File: src/rtl/cs_frame_scheduler.sv
// Purpose : round-robin arbiter sharing one cs_encoder between NUM_CH channels;
//           configures the encoder per frame and routes the granted channel's stream.
// Latency : grant/config registered one cycle after pick; sample path is zero-latency pass-through.
// Backpressure: enc_s_tready is forwarded to the granted channel only; all others see ready=0.
// Ports   : clk/rst; ch_* per-channel AXIS in + ratio/seed config; enc_s_* encoder input
//           stream; enc_m_* encoder output monitor taps; enc_cfg_* encoder config;
//           grant/frame_done/frame_ch status; len_err/ratio_err sticky error flags.
// Option  : define CS_SCHED_TIMEOUT_EN to add a 16-bit stream/drain watchdog and timeout_err.
module cs_frame_scheduler #(
    parameter int NUM_CH      = 4,
    parameter int DATA_WIDTH  = 16,
    parameter int LFSR_WIDTH  = 32,
    parameter int INPUT_SIZE  = 1024,
    parameter int FRAME_CNT_W = 16
) (
    input  logic                             clk,
    input  logic                             rst,
    input  logic [NUM_CH*2*DATA_WIDTH-1:0]   ch_tdata,
    input  logic [NUM_CH-1:0]                ch_tvalid,
    input  logic [NUM_CH-1:0]                ch_tlast,
    output logic [NUM_CH-1:0]                ch_tready,
    input  logic [NUM_CH*4-1:0]              ch_ratio,
    input  logic [NUM_CH*LFSR_WIDTH-1:0]     ch_seed,
    output logic [2*DATA_WIDTH-1:0]          enc_s_tdata,
    output logic                             enc_s_tvalid,
    output logic                             enc_s_tlast,
    input  logic                             enc_s_tready,
    input  logic                             enc_m_tvalid,
    input  logic                             enc_m_tlast,
    input  logic                             enc_m_tready,
    output logic [3:0]                       enc_cfg_ratio,
    output logic [LFSR_WIDTH-1:0]            enc_cfg_seed,
    output logic                             enc_cfg_enable,
    input  logic                             enc_busy,
    output logic [NUM_CH-1:0]                grant,
    output logic                             frame_done,
    output logic [$clog2(NUM_CH)-1:0]        frame_ch,
    output logic                             len_err,
    output logic                             ratio_err
`ifdef CS_SCHED_TIMEOUT_EN
    ,
    output logic                             timeout_err
`endif
);

    localparam int SEL_W  = $clog2(NUM_CH);
    localparam int BEAT_W = 2 * DATA_WIDTH;
    localparam int CNT_W  = $clog2(INPUT_SIZE) + 1;

    typedef enum logic [2:0] {
        S_IDLE,
        S_CFG,
        S_STREAM,
        S_DRAIN,
        S_DONE
    } state_t;

    state_t                   state_q, state_d;
    logic [SEL_W-1:0]         sel_q, sel_d;
    logic [SEL_W-1:0]         rr_q, rr_d;
    logic [NUM_CH-1:0]        grant_q, grant_d;
    logic [3:0]               ratio_q, ratio_d;
    logic [LFSR_WIDTH-1:0]    seed_q, seed_d;
    logic [CNT_W-1:0]         beat_cnt_q, beat_cnt_d;
    logic [FRAME_CNT_W-1:0]   frame_cnt_q [NUM_CH];
    logic [FRAME_CNT_W-1:0]   frame_cnt_d [NUM_CH];
    logic                     frame_done_q, frame_done_d;
    logic [SEL_W-1:0]         frame_ch_q, frame_ch_d;
    logic                     len_err_q, len_err_d;
    logic                     ratio_err_q, ratio_err_d;
`ifdef CS_SCHED_TIMEOUT_EN
    logic [15:0]              wd_q, wd_d;
    logic                     tout_q, tout_d;
    logic                     timeout_err_q, timeout_err_d;
`endif

    // Arbitration: first requester at or above rr_q, wrapping.
    logic             pick_vld;
    logic [SEL_W-1:0] pick_idx;

    always_comb begin
        pick_vld = 1'b0;
        pick_idx = '0;
        for (int i = 0; i < NUM_CH; i++) begin
            if (!pick_vld && ch_tvalid[(int'(rr_q) + i) % NUM_CH]) begin
                pick_vld = 1'b1;
                pick_idx = SEL_W'((int'(rr_q) + i) % NUM_CH);
            end
        end
    end

    // Config values for the candidate channel.
    logic [3:0]            pick_ratio;
    logic [LFSR_WIDTH-1:0] pick_seed_raw;
    logic                  pick_ratio_ok;

    assign pick_ratio    = ch_ratio[pick_idx*4 +: 4];
    assign pick_ratio_ok = (pick_ratio >= 4'd2) && (pick_ratio <= 4'd10);
    assign pick_seed_raw = ch_seed[pick_idx*LFSR_WIDTH +: LFSR_WIDTH]
                         ^ LFSR_WIDTH'(frame_cnt_q[pick_idx]);

    // Stream routing for the granted channel.
    logic                 in_stream;
    logic                 sel_tvalid;
    logic                 sel_tlast;
    logic                 in_hs;
    logic                 out_hs;
    logic [CNT_W-1:0]     beat_inc;

    assign in_stream  = (state_q == S_STREAM);
    assign sel_tvalid = ch_tvalid[sel_q];
    assign sel_tlast  = ch_tlast[sel_q];

    assign enc_s_tdata  = in_stream ? ch_tdata[sel_q*BEAT_W +: BEAT_W] : '0;
    assign enc_s_tvalid = in_stream & sel_tvalid;
    assign enc_s_tlast  = in_stream & sel_tlast;
    assign ch_tready    = in_stream ? (NUM_CH'(enc_s_tready) << sel_q) : '0;

    assign in_hs    = enc_s_tvalid & enc_s_tready;
    assign out_hs   = enc_m_tvalid & enc_m_tready;
    assign beat_inc = beat_cnt_q + 1'b1;

    always_comb begin
        state_d      = state_q;
        sel_d        = sel_q;
        rr_d         = rr_q;
        grant_d      = grant_q;
        ratio_d      = ratio_q;
        seed_d       = seed_q;
        beat_cnt_d   = beat_cnt_q;
        frame_cnt_d  = frame_cnt_q;
        frame_done_d = 1'b0;
        frame_ch_d   = frame_ch_q;
        len_err_d    = len_err_q;
        ratio_err_d  = ratio_err_q;
`ifdef CS_SCHED_TIMEOUT_EN
        wd_d          = wd_q;
        tout_d        = tout_q;
        timeout_err_d = timeout_err_q;
`endif

        case (state_q)
            S_IDLE: begin
                if (!enc_busy && pick_vld) begin
                    sel_d      = pick_idx;
                    grant_d    = NUM_CH'(1) << pick_idx;
                    beat_cnt_d = '0;
                    if (pick_ratio_ok) begin
                        ratio_d = pick_ratio;
                    end else begin
                        ratio_d     = 4'd4;
                        ratio_err_d = 1'b1;
                    end
                    // An all-zero seed would lock the encoder LFSR.
                    seed_d = (pick_seed_raw == '0) ? LFSR_WIDTH'(1) : pick_seed_raw;
                    state_d = S_CFG;
                end
            end
            S_CFG: begin
`ifdef CS_SCHED_TIMEOUT_EN
                wd_d = '0;
`endif
                state_d = S_STREAM;
            end
            S_STREAM: begin
                if (in_hs) begin
                    beat_cnt_d = beat_inc;
                    if (sel_tlast || (beat_inc == CNT_W'(INPUT_SIZE))) begin
                        if (beat_inc != CNT_W'(INPUT_SIZE)) begin
                            len_err_d = 1'b1;
                        end
                        state_d = S_DRAIN;
                    end
                end
            end
            S_DRAIN: begin
                if (out_hs && enc_m_tlast) begin
                    frame_done_d = 1'b1;
                    frame_ch_d   = sel_q;
                    state_d      = S_DONE;
                end
            end
            S_DONE: begin
`ifdef CS_SCHED_TIMEOUT_EN
                // A timed-out frame does not advance the channel's seed sequence.
                if (!tout_q) begin
                    frame_cnt_d[sel_q] = frame_cnt_q[sel_q] + 1'b1;
                end
                tout_d = 1'b0;
`else
                frame_cnt_d[sel_q] = frame_cnt_q[sel_q] + 1'b1;
`endif
                rr_d    = (int'(sel_q) == NUM_CH - 1) ? '0 : sel_q + 1'b1;
                grant_d = '0;
                state_d = S_IDLE;
            end
            default: state_d = S_IDLE;
        endcase

`ifdef CS_SCHED_TIMEOUT_EN
        // Watchdog: any handshake restarts it; saturation aborts the frame.
        if ((state_q == S_STREAM) || (state_q == S_DRAIN)) begin
            if (in_hs || out_hs) begin
                wd_d = '0;
            end else if (wd_q == 16'hFFFF) begin
                timeout_err_d = 1'b1;
                tout_d        = 1'b1;
                frame_done_d  = 1'b1;
                frame_ch_d    = sel_q;
                state_d       = S_DONE;
            end else begin
                wd_d = wd_q + 16'd1;
            end
        end
`endif
    end

    always_ff @(posedge clk or posedge rst) begin
        if (rst) begin
            state_q      <= S_IDLE;
            sel_q        <= '0;
            rr_q         <= '0;
            grant_q      <= '0;
            ratio_q      <= '0;
            seed_q       <= '0;
            beat_cnt_q   <= '0;
            for (int i = 0; i < NUM_CH; i++) begin
                frame_cnt_q[i] <= '0;
            end
            frame_done_q <= 1'b0;
            frame_ch_q   <= '0;
            len_err_q    <= 1'b0;
            ratio_err_q  <= 1'b0;
`ifdef CS_SCHED_TIMEOUT_EN
            wd_q          <= '0;
            tout_q        <= 1'b0;
            timeout_err_q <= 1'b0;
`endif
        end else begin
            state_q      <= state_d;
            sel_q        <= sel_d;
            rr_q         <= rr_d;
            grant_q      <= grant_d;
            ratio_q      <= ratio_d;
            seed_q       <= seed_d;
            beat_cnt_q   <= beat_cnt_d;
            frame_cnt_q  <= frame_cnt_d;
            frame_done_q <= frame_done_d;
            frame_ch_q   <= frame_ch_d;
            len_err_q    <= len_err_d;
            ratio_err_q  <= ratio_err_d;
`ifdef CS_SCHED_TIMEOUT_EN
            wd_q          <= wd_d;
            tout_q        <= tout_d;
            timeout_err_q <= timeout_err_d;
`endif
        end
    end

    assign enc_cfg_ratio  = ratio_q;
    assign enc_cfg_seed   = seed_q;
    assign enc_cfg_enable = (state_q == S_CFG) || (state_q == S_STREAM) || (state_q == S_DRAIN);
    assign grant          = grant_q;
    assign frame_done     = frame_done_q;
    assign frame_ch       = frame_ch_q;
    assign len_err        = len_err_q;
    assign ratio_err      = ratio_err_q;
`ifdef CS_SCHED_TIMEOUT_EN
    assign timeout_err    = timeout_err_q;
`endif

endmodule

File: config.mk
export PLATFORM = sky130hd
export DESIGN_NAME = cs_frame_scheduler
export DESIGN_NICKNAME = d
export VERILOG_FILES = /design/src/rtl/cs_frame_scheduler.sv
export SDC_FILE = /design/constraint.sdc
export NUM_CORES = 1
export LEC_CHECK = 0
export CAP_MARGIN = 20
export CORE_AREA = 2 2 145 147
export CTS_BUF_LIST = sky130_fd_sc_hd__clkbuf_2 sky130_fd_sc_hd__clkbuf_4 sky130_fd_sc_hd__clkbuf_8
export DETAILED_ROUTE_END_ITERATION = 12
export DIE_AREA = 0 0 147 149
export DONT_BUFFER_PORTS = 1
export PLACE_DENSITY_LB_ADDON = 0.1
export SYNTH_ARGS = -nofsm -noshare
export SYNTH_HDL_FRONTEND = slang
export SYNTH_SLANG_ARGS = --single-unit
File: constraint.sdc
create_clock -name clk -period 10.3 [get_ports clk]
set_input_delay 2.06 -clock clk [delete_from_list [all_inputs] [get_ports clk]]
set_output_delay 2.06 -clock clk [all_outputs]
set_load 0.02 [all_outputs]
; ---- Yosys cells after proc, flatten, opt, wreduce, memory -nomap -nowiden
; Cells that the tools add are included.
[totals]
reg_bits = 127
inputBits = 287
out_inout_bits = 84
wordCells = 135
[classes]
add_sub_neg = 6
n_lt_le_gt_ge = 10
eq_ne = 11
shift = 5
muxes = 49
n_bitwise = 11
n_reduce_logical = 28
[ops]
columns = op, n
row1 = indexed part select 128 x 8 -> 32 bit, 2
row2 = 2-to-1 mux 16 bit, 5
row3 = binary-select mux 16 bit (select 2 bit), 2
row4 = bitwise mux 64 bit, 1
row5 = 2-to-1 mux 32 bit, 2
row6 = demux 16 bit (select 2 bit), 1
row7 = zero test 32 bit, 1
row8 = bitwise XOR 32 x 16 -> 32 bit, 1
row9 = 2-to-1 mux 11 bit, 2
row10 = one-hot mux 11 bit (2 select lines), 1
row11 = "adder 16 x 1 -> 16 bit, second input constant", 1
row12 = indexed part select 16 x 5 -> 4 bit, 1
row13 = 2-to-1 mux 1 bit, 15
row14 = binary-select mux 1 bit (select 2 bit), 6
row15 = "less-than comparator 3 x 4 -> 1 bit, second input constant", 3
row16 = 2-to-1 mux 3 bit, 4
row17 = 2-to-1 mux 4 bit, 3
row18 = one-hot mux 3 bit (4 select lines), 1
row19 = "adder 11 x 1 -> 11 bit, second input constant", 1
row20 = "== test 11 bit, second input constant", 1
row21 = "!= test 11 bit, second input constant", 1
row22 = 2-to-1 mux 2 bit, 5
row23 = one-hot mux 4 bit (2 select lines), 1
row24 = AND reduction 4 bit, 2
row25 = other kinds (27), 57

; ---- Longest topological paths before layout
; Gate-level depths: netlist of the first run.
[logic_depth]
word_depth = 21
mapped_depth = 11
ltp_nobuf = 9

; ---- Least setup slack after synthesis of the first run
; OpenSTA, ideal clock, no wires.
[synth_path]
path_type = input-to-output
start = in enc_s_tready
end = out ch_tready[0]
t_arrival_ps = 2960
required_time_ps = 8240
path_slack_ps = 5280
cell_stages = 3
n_path_buf = 1
path_cell_list = clkbuf_1 > nand3_1 > nor3_1
[synth_via]
elab_chain_cells = 2
[synth_lines]
columns = element, line
row1 = "start, declared", 27  ; input logic enc_s_tready,
row2 = left shift 1 x 2 -> 4 bit, 117  ; assign ch_tready = in_stream ? (NUM_CH'(enc_s_tready) << sel_q) : '0;
row3 = 2-to-1 mux 4 bit, 117
row4 = "end, declared", 21  ; output logic [NUM_CH-1:0] ch_tready,
; Every way passes these cells.

; ---- Worst setup path after layout of the first run
[layout_path]
start = in ch_tvalid[0]
end = reg seed_q[0], in the netlist enc_cfg_seed[0]
[layout_via]
elab_chain_cells = 19
elab_cells_between_ends = 35
cone_classes = 1 x shift / 23 x mux / 2 x bitwise / 9 x reduce/logical
[layout_lines]
columns = element, line
row1 = "start, declared", 19  ; input logic [NUM_CH-1:0] ch_tvalid,
row2 = "parallel branches: the longest is 19 deep, another holds binary-select mux 1 bit (select 2 bit)", n/a
row3 = "end signal, assigned", 225  ; seed_q <= '0;
row4 = "end signal, assigned", 245  ; seed_q <= seed_d;
row5 = "end, declared", 63  ; logic [LFSR_WIDTH-1:0] seed_q, seed_d;
; Several ways; the timed one is not identified. The select of a mux whose other input is x is not followed.
; A chain may end at the register's enable or synchronous reset.

==> results of run 1 <==
registers in the layout, summed over array words and instances, names as in the netlist, 2 cells and up:
register	flops
grant	4
state_q	3
frame_cnt_q	64
enc_cfg_ratio	4
frame_ch	2
rr_q	2
beat_cnt_q	11
sel_q	2
enc_cfg_seed	32
critical path, cell delays in order:
cell and delay [ns]:
nand3_1 0.73, nand2_4 1.16, mux4_2 0.62, xnor2_1 0.27
nand4_1 0.19, or4_1 0.50, o21ai_1 0.13
path summary, 6_finish.rpt:
kind | from | end | slack (ns) | cells past startpoint
max | ch_tvalid[0] | enc_cfg_seed[0]$_DFFE_PP0P_ | 4.97 | 7
min | rr_q[0]$_DFFE_PP0P_ | rr_q[0]$_DFFE_PP0P_ | 0.51 | 2
max reg2reg | rr_q[1]$_DFFE_PP0P_ | enc_cfg_seed[0]$_DFFE_PP0P_ | 5.99 | 8
min reg2reg | rr_q[0]$_DFFE_PP0P_ | rr_q[0]$_DFFE_PP0P_ | 0.51 | 2
max in group asynchronous | rst | sel_q[1]$_DFFE_PP0P_ | 7.58 | 3
min in group asynchronous | rst | frame_cnt_q[1]$_DFFE_PP0P_ | 1.55 | 1
per-stage QoR:
step | hold slack, ns | std cells
finish | 0.509 | 1088
global placement | 0.497 | 1030
detailed placement | 0.498 | 1030
floorplan | 0.470 | 812
global route | 0.553 | 1081
CTS | 0.516 | 1062
power by group:
part	internal, W	switching, W	total, W
Clock	0.000224	0.000210	0.000434
Combinational	0.000537	0.000724	0.00126
Sequential	0.000645	0.000257	0.000901
logic make-up after synthesis:
kind of cell	count (synthesis)	share of synthesized area (%)
AO/OA/AOI/OAI	172	12.3
XOR/XNOR	30	3.14
adder cells (fa/ha/maj)	6	0.896
buffers and inverters	76	3.62
flip-flops	127	37.9
multiplexers	116	25.7
AND/OR/NAND/NOR	285	16.4
per-layer routing:
metal | vias up | part of all wire, %
li1 | 3009 | -
met1 | 3444 | 39
met2 | 351 | 45
met3 | 48 | 13
met4 | 10 | 2.2
met5 | - | 0.23
cell type report:
class	instances	area (sq um)	share of cell area (%)
inverter	8	32.5	0.359
timing repair buffer	13	138	1.52
sequential	127	3180	35.1
multi-input combinational	609	4910	54.2
tap	275	344	3.80
clock buffer	19	255	2.82
clock inverter	13	141	1.56
antenna	24	60.1	0.663
placed cells by master (no fill, tap or decap), types with 6 or more instances in the layout:
cell,synthesis,layout
a211oi_1,11,11
a21oi_1,65,65
and3_1,71,71
buf_4,1,11
clkbuf_8,0,18
dfrtp_1,127,125
diode_2,0,24
ha_1,6,6
inv_1,8,7
mux2_2,15,15
mux2i_1,23,23
mux4_2,78,78
nand2_1,66,65
nand3_1,40,40
nand4_1,7,7
nor2_1,76,75
nor3_1,11,11
o21ai_0,51,51
o31ai_1,16,16
xnor2_1,25,25
==> results.py, run 1 <==
metrics = {
    "clock_network": {
        "cts_resized": 0,
        "cts_root_buf": "clkbuf_8",
        "clkSlewWorstSetupHoldPaths_ns": 0.08,
        "cts_made_buffers": 17,
        "clkLatencyLatePin_ns": 0.45,
        "clock_sinks": 127,
        "cts_hold_buf": 0,
        "htreeDepth": 4,
        "max-clock-path-buffers": 2,
        "cts_tree": "done",
        "postCtsSetupRepairBufs": 0,
    },
    "setup_path": {
        "worstPathRequired_ns": 10.68,
        "path_max_fanout": 61,
        "worstSetupEndpointType": "flip-flop",
        "cp.arrival_ns": 5.70,
        "crit_type": "in2reg",
        "cp-start-kind": "input pin",
    },
    "timing": {
        "tns_ns": 0,
        "finalClockSkew_ns": 0.0165,
        "setup_viol": 0,
        "finalCritPeriodShare_pct": 51.7,
        "maxSlewViolCount": 0,
        "rsz0062_at_grt": "no",
        "slew-limit-headroom_pct": 28.7,
        "min_period_ns": 5.33,
        "tightest_slew_ns": 1.07,
        "final_hold_viol_count": 0,
        "clock.fmax_mhz": 188,
        "setup_ws_ns": 4.97,
    },
    "synthesis": {
        "synth_edf_count": 0,
        "synth_area_per_cell_sq_um": 10.3,
        "synth_ff_type": "dfrtp_1",
        "synth_commonest_cells": "dfrtp_1, mux4_2, nor2_1",
        "synth_top_area_share_pct": 37.9,
        "syn_area_sq_um": 8380,
        "seq_area_frac_synth_pct": 37.9,
        "synth_nets": 1105,
        "postSynthCellCount": 812,
        "synth_area_leaders": "dfrtp_1, mux4_2, and3_1, a21oi_1, nor2_1",
        "ys_ff_latch": 127,
        "synthArstFlopShare_pct": 100,
        "synth.most_common_cell": "dfrtp_1",
        "synth_largest_area_cell": "dfrtp_1",
        "yosysUniqueCellTypes": 49,
        "yosysWarnings": 0,
    },
    "job": {
        "maxCapViolations": 0,
    },
    "floorplan": {
        "die_area_sq_um": 21900,
        "placementRows": 53,
        "io_pins": 371,
        "fp.dieH_microns": 149,
        "die_x_microns": 147,
        "core_sq_um": 20600,
        "start_util_pct": 40.7,
    },
    "global_route": {
        "met2_usage_pct": 36.5,
        "first_global_vias": 6620,
        "globalRouteTotalUtil_pct": 25.4,
        "grt_pass1_wl_microns": 41400,
        "grt_max_degree": 85,
        "grt_busiest_layer": "met2",
        "grt_overflow": 0,
        "grtUsageMet1_pct": 32.6,
        "grt.met3_usage_pct": 13.6,
        "antenna_found_initial": 27,
    },
    "min_path": {
        "min_path_type": "reg2reg",
    },
    "route": {
        "antenna_left": 0,
        "routed_wl_microns": 28700,
        "drc": 0,
        "post_drt_wl_per_cell_microns": 26.3,
        "dr.pass1.iters": 5,
        "first_iter_violations": 566,
        "via_per_inst": 6.31,
        "vias": 6862,
    },
    "place": {
        "dp_slack_ns": 4.48,
        "dpl_cell_area_sq_um": 8550,
        "place.gp.congestion": 0.987,
        "portBuffers": 0,
        "hpwl_microns": 21400,
    },
    "power_and_ir_drop": {
        "p_total_w": 0.00260,
        "cellLeakagePower_nw": 3.76,
        "ir_worst_vdd_uv": 111,
        "powerDensity_nw_per_um2": 287,
    },
    "finish": {
        "fin_nets": 1069,
        "final_core_util_pct": 44.1,
        "stdcell_area_sq_um": 9060,
        "fillerInstances": 1968,
        "drive_above_1_share_pct": 18.6,
        "area_delta_synth_final_pct": 8.17,
    },
    "outcome": {
        "status": "completed",
    },
}
No activity file was read; power rests on OpenSTA's default activity.
==> run 2: changes to the inputs <==
- clock period: 10.3 -> 5.27 ns (I/O delays scaled with it)
==> run 2 against run 1 <==
  * Critical endpoint unchanged
  * Via count down 0.23%
  * Global-route usage barely moved
  * Die area unchanged
  * Highest routed layer unchanged
  * Sequential share of layout area down 0.55 points
  * Combinational power rose by 90%
  * Non-clock buffer count is 4 higher
  * Clock power rose to 2.6 times the previous value
  * Worst hold slack gained 0.0091 ns
  * Routed wire length is 0.40% higher
  * Sequential cell count stayed put
  * Clock-buffer cell count did not move
==> results.py, run 2 (synthesis results as in run 1) <==
metrics = {
    "outcome": {
        "status": "completed",
    },
    "clock_network": {
        "cts_tree": "done",
        "cts_made_buffers": 17,
        "htreeDepth": 4,
        "postCtsSetupRepairBufs": 0,
        "max-clock-path-buffers": 2,
        "clkLatencyLatePin_ns": 0.44,
        "cts_root_buf": "clkbuf_8",
        "cts_resized": 0,
        "cts_hold_buf": 0,
        "clkSlewWorstSetupHoldPaths_ns": 0.07,
        "clock_sinks": 127,
    },
    "power_and_ir_drop": {
        "cellLeakagePower_nw": 3.84,
        "powerDensity_nw_per_um2": 581,
        "p_comb_share_pct": 44.8,
        "p_clk_share_pct": 21.4,
        "power_frac_seq_pct": 33.8,
        "p_sw_w": 0.00232,
        "sw_frac_of_total_pct": 43.3,
        "ir_worst_vdd_uv": 197,
        "p_int_w": 0.00304,
    },
    "finish": {
        "fin_nets": 1073,
        "largest_register_ffs": 64,
        "stdcell_count": 1092,
        "area_delta_synth_final_pct": 9.89,
        "layout_common_cells": "dfrtp_1, mux4_2, nor2_1",
        "drive_above_1_share_pct": 19.0,
        "top_register": "frame_cnt_q",
        "final_common_cell": "dfrtp_1",
    },
    "setup_path": {
        "path_max_fanout": 37,
        "worstPathRequired_ns": 5.64,
        "cp_cell_sequence": "a21boi_1 > a2bb2oi_4 > nand2_4 > buf_4 > a211oi_1 > o22ai_1 > a2111oi_0 > nand4_1 > o21ai_1",
        "slowest_stage": "a2bb2oi_4",
        "cp.arrival_ns": 4.17,
        "crit_type": "in2reg",
        "cp-start-kind": "input pin",
        "worstSetupEndpointType": "flip-flop",
        "cp_slowest_stage_delay_ns": 0.57,
    },
    "floorplan": {
        "core_sq_um": 20600,
        "die_area_sq_um": 21900,
        "die_x_microns": 147,
        "fp.dieH_microns": 149,
        "io_pins": 371,
        "start_util_pct": 40.7,
        "placementRows": 53,
    },
    "route": {
        "drc": 0,
        "post_drt_wl_per_cell_microns": 26.3,
        "via_per_inst": 6.27,
        "first_iter_violations": 660,
        "antenna_left": 0,
        "routed_wl_microns": 28800,
        "dr.pass1.iters": 5,
        "vias": 6846,
    },
    "timing": {
        "maxSlewViolCount": 0,
        "rsz0062_at_grt": "no",
        "setup_viol": 0,
        "slew-limit-headroom_pct": 36.2,
        "finalCritPeriodShare_pct": 72.1,
        "tightest_slew_ns": 0.957,
        "clock.fmax_mhz": 263,
        "min_period_ns": 3.80,
        "finalClockSkew_ns": 0.0114,
        "final_hold_viol_count": 0,
        "tns_ns": 0,
    },
    "place": {
        "portBuffers": 0,
        "hpwl_microns": 22300,
        "place_inst": 1034,
        "place.gp.congestion": 0.976,
    },
    "global_route": {
        "antenna_found_initial": 23,
        "grt_overflow": 0,
        "grt_max_degree": 69,
        "grt_pass1_wl_microns": 41600,
        "globalRouteTotalUtil_pct": 25.4,
        "first_global_vias": 6551,
    },
    "job": {
        "maxCapViolations": 0,
    },
    "min_path": {
        "min_path_type": "reg2reg",
    },
}
run 2: changes by cell type in the layout (fill, tap and decap cells not counted):
cell and change:
bufinv_16 +6, clkinvlp_4 -1, buf_4 +5, clkinv_4 -3, clkbuf_8 +1, inv_6 +1
buf_16 -2, buf_8 +1, clkinv_2 -3, clkbuf_4 -1
run 2: final timing paths:
path | startpoint | endpoint | slack [ns] | depth (start not counted)
min in group asynchronous | rst | frame_cnt_q[1]$_DFFE_PP0P_ | 0.59 | 1
max | ch_tvalid[1] | enc_cfg_seed[0]$_DFFE_PP0P_ | 1.47 | 9
max in group asynchronous | rst | frame_cnt_q[43]$_DFFE_PP0P_ | 3.57 | 2
max reg2reg | rr_q[1]$_DFFE_PP0P_ | enc_cfg_seed[0]$_DFFE_PP0P_ | 1.57 | 9
min | rr_q[0]$_DFFE_PP0P_ | rr_q[0]$_DFFE_PP0P_ | 0.52 | 2
min reg2reg | rr_q[0]$_DFFE_PP0P_ | rr_q[0]$_DFFE_PP0P_ | 0.52 | 2
run 2: layout make-up:
class / instances / area [sq um]
diodes: 24 / 60.1
clock buffers: 19 / 262
clock inverters: 13 / 282
fillers: 1932 / 11400
inverters: 8 / 32.5
multi-input cells: 609 / 4910
flip-flops and latches: 127 / 3180
well taps: 275 / 344
repair buffers: 17 / 135
run 2: power by group through the flow:
stage | combinational, W | sequential, W | clock (W)
floorplan | 0.00208 | 0.00160 | 0
global placement | 0.00232 | 0.00182 | 0
detailed placement | 0.00237 | 0.00183 | 0
CTS | 0.00238 | 0.00181 | 0.00116
global route | 0.00260 | 0.00186 | 0.00120
finish | 0.00239 | 0.00181 | 0.00114
run 2: layer usage:
layer / track usage (%) / vias to the layer above / part of all wire (%)
li1: - / 3013 / -
met1: 33.3 / 3387 / 40
met2: 38.0 / 389 / 46
met3: 10.7 / 51 / 11
met4: 8.27 / 6 / 2.1
met5: 3.41 / - / 0.16
run 2: stage by stage:
stage / worst slack [ns] / area [sq um] / hold WS [ns] / total power, W / utilization (%)
5_1_grt: 1.15 / 9190 / 0.558 / 0.00567 / 44.7
2_1_floorplan: 0.832 / 8380 / 0.470 / 0.00368 / -
3_3_place_gp: 1.07 / 8580 / 0.502 / 0.00414 / 41.7
3_5_place_dp: 0.980 / 8580 / 0.506 / 0.00420 / 41.7
4_1_cts: 1.40 / 9120 / 0.523 / 0.00535 / 44.4
6_report: 1.47 / 9200 / 0.518 / 0.00535 / 44.8
run 2: worst max-delay path, delay by kind of cell:
family / cells / cell delay (ns)
buf+inv: 1 / 0.43
compound gates: 6 / 1.92
simple gates: 2 / 0.75
==> run 3: changes to the inputs <==
- clock period: 5.27 -> 3.6 ns (I/O delays scaled with it)
==> run 3 against run 2 <==
  * Utilization is 0.21 points lower
  * Combinational power rose by 56%
  * Non-clock buffer count grew 12
  * Clock skew up 0.00054 ns
  * Cell count decreased by 0.55%
  * Register-to-register slack worse by 1.1 ns
  * Clock-buffer cell count up 8
  * Sequential cell count is the same
  * Largest power group unchanged
  * Die area did not move
  * Worst hold slack lost 0.16 ns
  * First-iteration DRC count fell by 9.1%
  * Critical endpoint is now enc_s_tdata[16]
  * Sequential share of layout area up 0.16 points
==> results.py, run 3 (synthesis results as in run 1) <==
metrics = {
    "route": {
        "drc": 0,
        "vias": 6987,
        "antenna_left": 0,
        "dr.pass1.iters": 5,
        "routed_wl_microns": 29400,
        "post_drt_wl_per_cell_microns": 27.1,
        "first_iter_violations": 600,
        "via_per_inst": 6.43,
    },
    "setup_path": {
        "crit_path_start": "sel_q[1]$_DFFE_PP0P_",
        "reg2reg_depth": 8,
        "cp_top_family": "flip-flops",
        "cp_slowest_stage_delay_ns": 0.92,
        "rr_startpoint": "rr_q[1]$_DFFE_PP0P_",
        "cp.arrival_ns": 2.54,
        "r2r_end": "enc_cfg_seed[0]$_DFFE_PP0P_",
        "r2r_slack_ns": 0.44,
        "path_max_fanout": 32,
        "crit_cells": 3,
        "slowest_stage": "dfrtp_2",
        "worstPathRequired_ns": 2.88,
        "crit_type": "reg2out",
        "worstSetupEndpointType": "output pin",
        "cp_num_buf_inv": 1,
        "cp-start-kind": "flip-flop",
        "cp_cell_sequence": "buf_4 > mux4_2 > and3_1",
        "endpoint": "enc_s_tdata[16]",
    },
    "floorplan": {
        "die_x_microns": 147,
        "placementRows": 53,
        "fp.dieH_microns": 149,
        "start_util_pct": 40.7,
        "io_pins": 371,
        "die_area_sq_um": 21900,
        "core_sq_um": 20600,
    },
    "clock_network": {
        "htreeDepth": 4,
        "cts_hold_buf": 0,
        "postCtsSetupRepairBufs": 0,
        "clkSlewWorstSetupHoldPaths_ns": 0.07,
        "max-clock-path-buffers": 2,
        "clkLatencyLatePin_ns": 0.45,
        "cts_made_buffers": 17,
        "cts_resized": 0,
        "clock_sinks": 127,
        "cts_root_buf": "clkbuf_8",
        "cts_tree": "done",
    },
    "timing": {
        "finalCritPeriodShare_pct": 90.7,
        "rsz0062_at_grt": "no",
        "min_period_ns": 3.26,
        "maxSlewViolCount": 0,
        "final_hold_viol_count": 0,
        "tightest_slew_ns": 0.976,
        "clock.fmax_mhz": 306,
        "setup_viol": 0,
        "slew-limit-headroom_pct": 35.0,
        "tns_ns": 0,
        "finalClockSkew_ns": 0.0119,
    },
    "global_route": {
        "antenna_found_initial": 14,
        "globalRouteTotalUtil_pct": 25.9,
        "grt_overflow": 0,
        "grt_pass1_wl_microns": 42300,
        "first_global_vias": 6682,
        "grt_max_degree": 128,
    },
    "finish": {
        "fin_nets": 1085,
        "area_delta_synth_final_pct": 9.38,
        "layout_common_cells": "dfrtp_1, mux4_2, nor2_1",
        "drive_above_1_share_pct": 20.2,
        "stdcell_count": 1086,
        "top_register": "frame_cnt_q",
        "largest_register_ffs": 64,
        "final_common_cell": "dfrtp_1",
    },
    "outcome": {
        "status": "completed",
    },
    "place": {
        "place.gp.congestion": 0.941,
        "place_inst": 1048,
        "hpwl_microns": 22900,
        "portBuffers": 0,
    },
    "min_path": {
        "min_path_type": "in2async",
    },
    "job": {
        "maxCapViolations": 0,
    },
    "power_and_ir_drop": {
        "ir_worst_vdd_uv": 352,
        "powerDensity_nw_per_um2": 837,
        "cellLeakagePower_nw": 3.86,
    },
}
-- run 3: changes by cell type in the layout (fill, tap and decap cells not counted), moves of 4 or more --
cell / delta
clkbuf_4: +6
bufinv_16: -6
buf_4: +9
buf_12: +4
diode_2: -18
-- run 3: layout make-up --
cell class / instances / area (sq um)
timing repair buffer: 29 / 268
clock inverter: 5 / 77.6
antenna: 6 / 15.0
multi-input combinational: 609 / 4910
fill: 1985 / 11400
sequential: 127 / 3180
inverter: 8 / 33.8
clock buffer: 27 / 334
tap: 275 / 344
-- run 3: where the power goes --
| part | internal (W) | total [W] | switching, W |
|---|---|---|---|
| logic | 0.00161 | 0.00374 | 0.00213 |
| registers | 0.00184 | 0.00263 | 0.000788 |
| clock network | 0.000734 | 0.00129 | 0.000556 |
-- run 3: per-layer routing --
| layer | GRT usage (%) | vias to the layer above | wire length [microns] | part of all wire [%] |
|---|---|---|---|---|
| li1 | - | 3015 | - | - |
| met1 | 34.5 | 3533 | 11500 | 39 |
| met2 | 38.6 | 369 | 13600 | 46 |
| met3 | 11.5 | 56 | 3500 | 12 |
| met4 | 7.21 | 14 | 713 | 2.4 |
| met5 | 0 | - | 84 | 0.29 |
-- run 3: worst reg2reg max path, delay by kind of cell (launching register included) --
kind	cells	cell delay, ns
flip-flops	1	0.49
AO/OA/AOI/OAI	4	1.22
AND/OR/NAND/NOR	2	0.75
multiplexers	1	0.43
XOR/XNOR	1	0.20
-- run 3: worst min-delay path by stage --
stage	start	end	slack [ns]	depth (start not counted)
floorplan	rr_q[0]$_DFFE_PP0P_	rr_q[0]$_DFFE_PP0P_	0.47	2
global placement	beat_cnt_q[9]$_DFFE_PP0P_	beat_cnt_q[9]$_DFFE_PP0P_	0.51	1
detailed placement	beat_cnt_q[5]$_DFFE_PP0P_	beat_cnt_q[5]$_DFFE_PP0P_	0.52	1
CTS	rst	frame_cnt_q[52]$_DFFE_PP0P_	0.39	2
global route	rst	frame_cnt_q[36]$_DFFE_PP0P_	0.38	2
finish	rst	frame_cnt_q[36]$_DFFE_PP0P_	0.35	2
-- run 3: metrics by stage --
stage | setup slack [ns] | utilization, % | hold slack, ns | total power, W | area, sq um
after floorplan | 0.225 | - | 0.470 | 0.00539 | 8380
after global placement | 0.377 | 42.5 | 0.511 | 0.00630 | 8730
after detailed placement | 0.287 | 42.5 | 0.518 | 0.00637 | 8730
after CTS | 0.346 | 44.5 | 0.388 | 0.00768 | 9150
after global routing | 0.244 | 44.5 | 0.384 | 0.00811 | 9150
final | 0.336 | 44.6 | 0.354 | 0.00767 | 9160
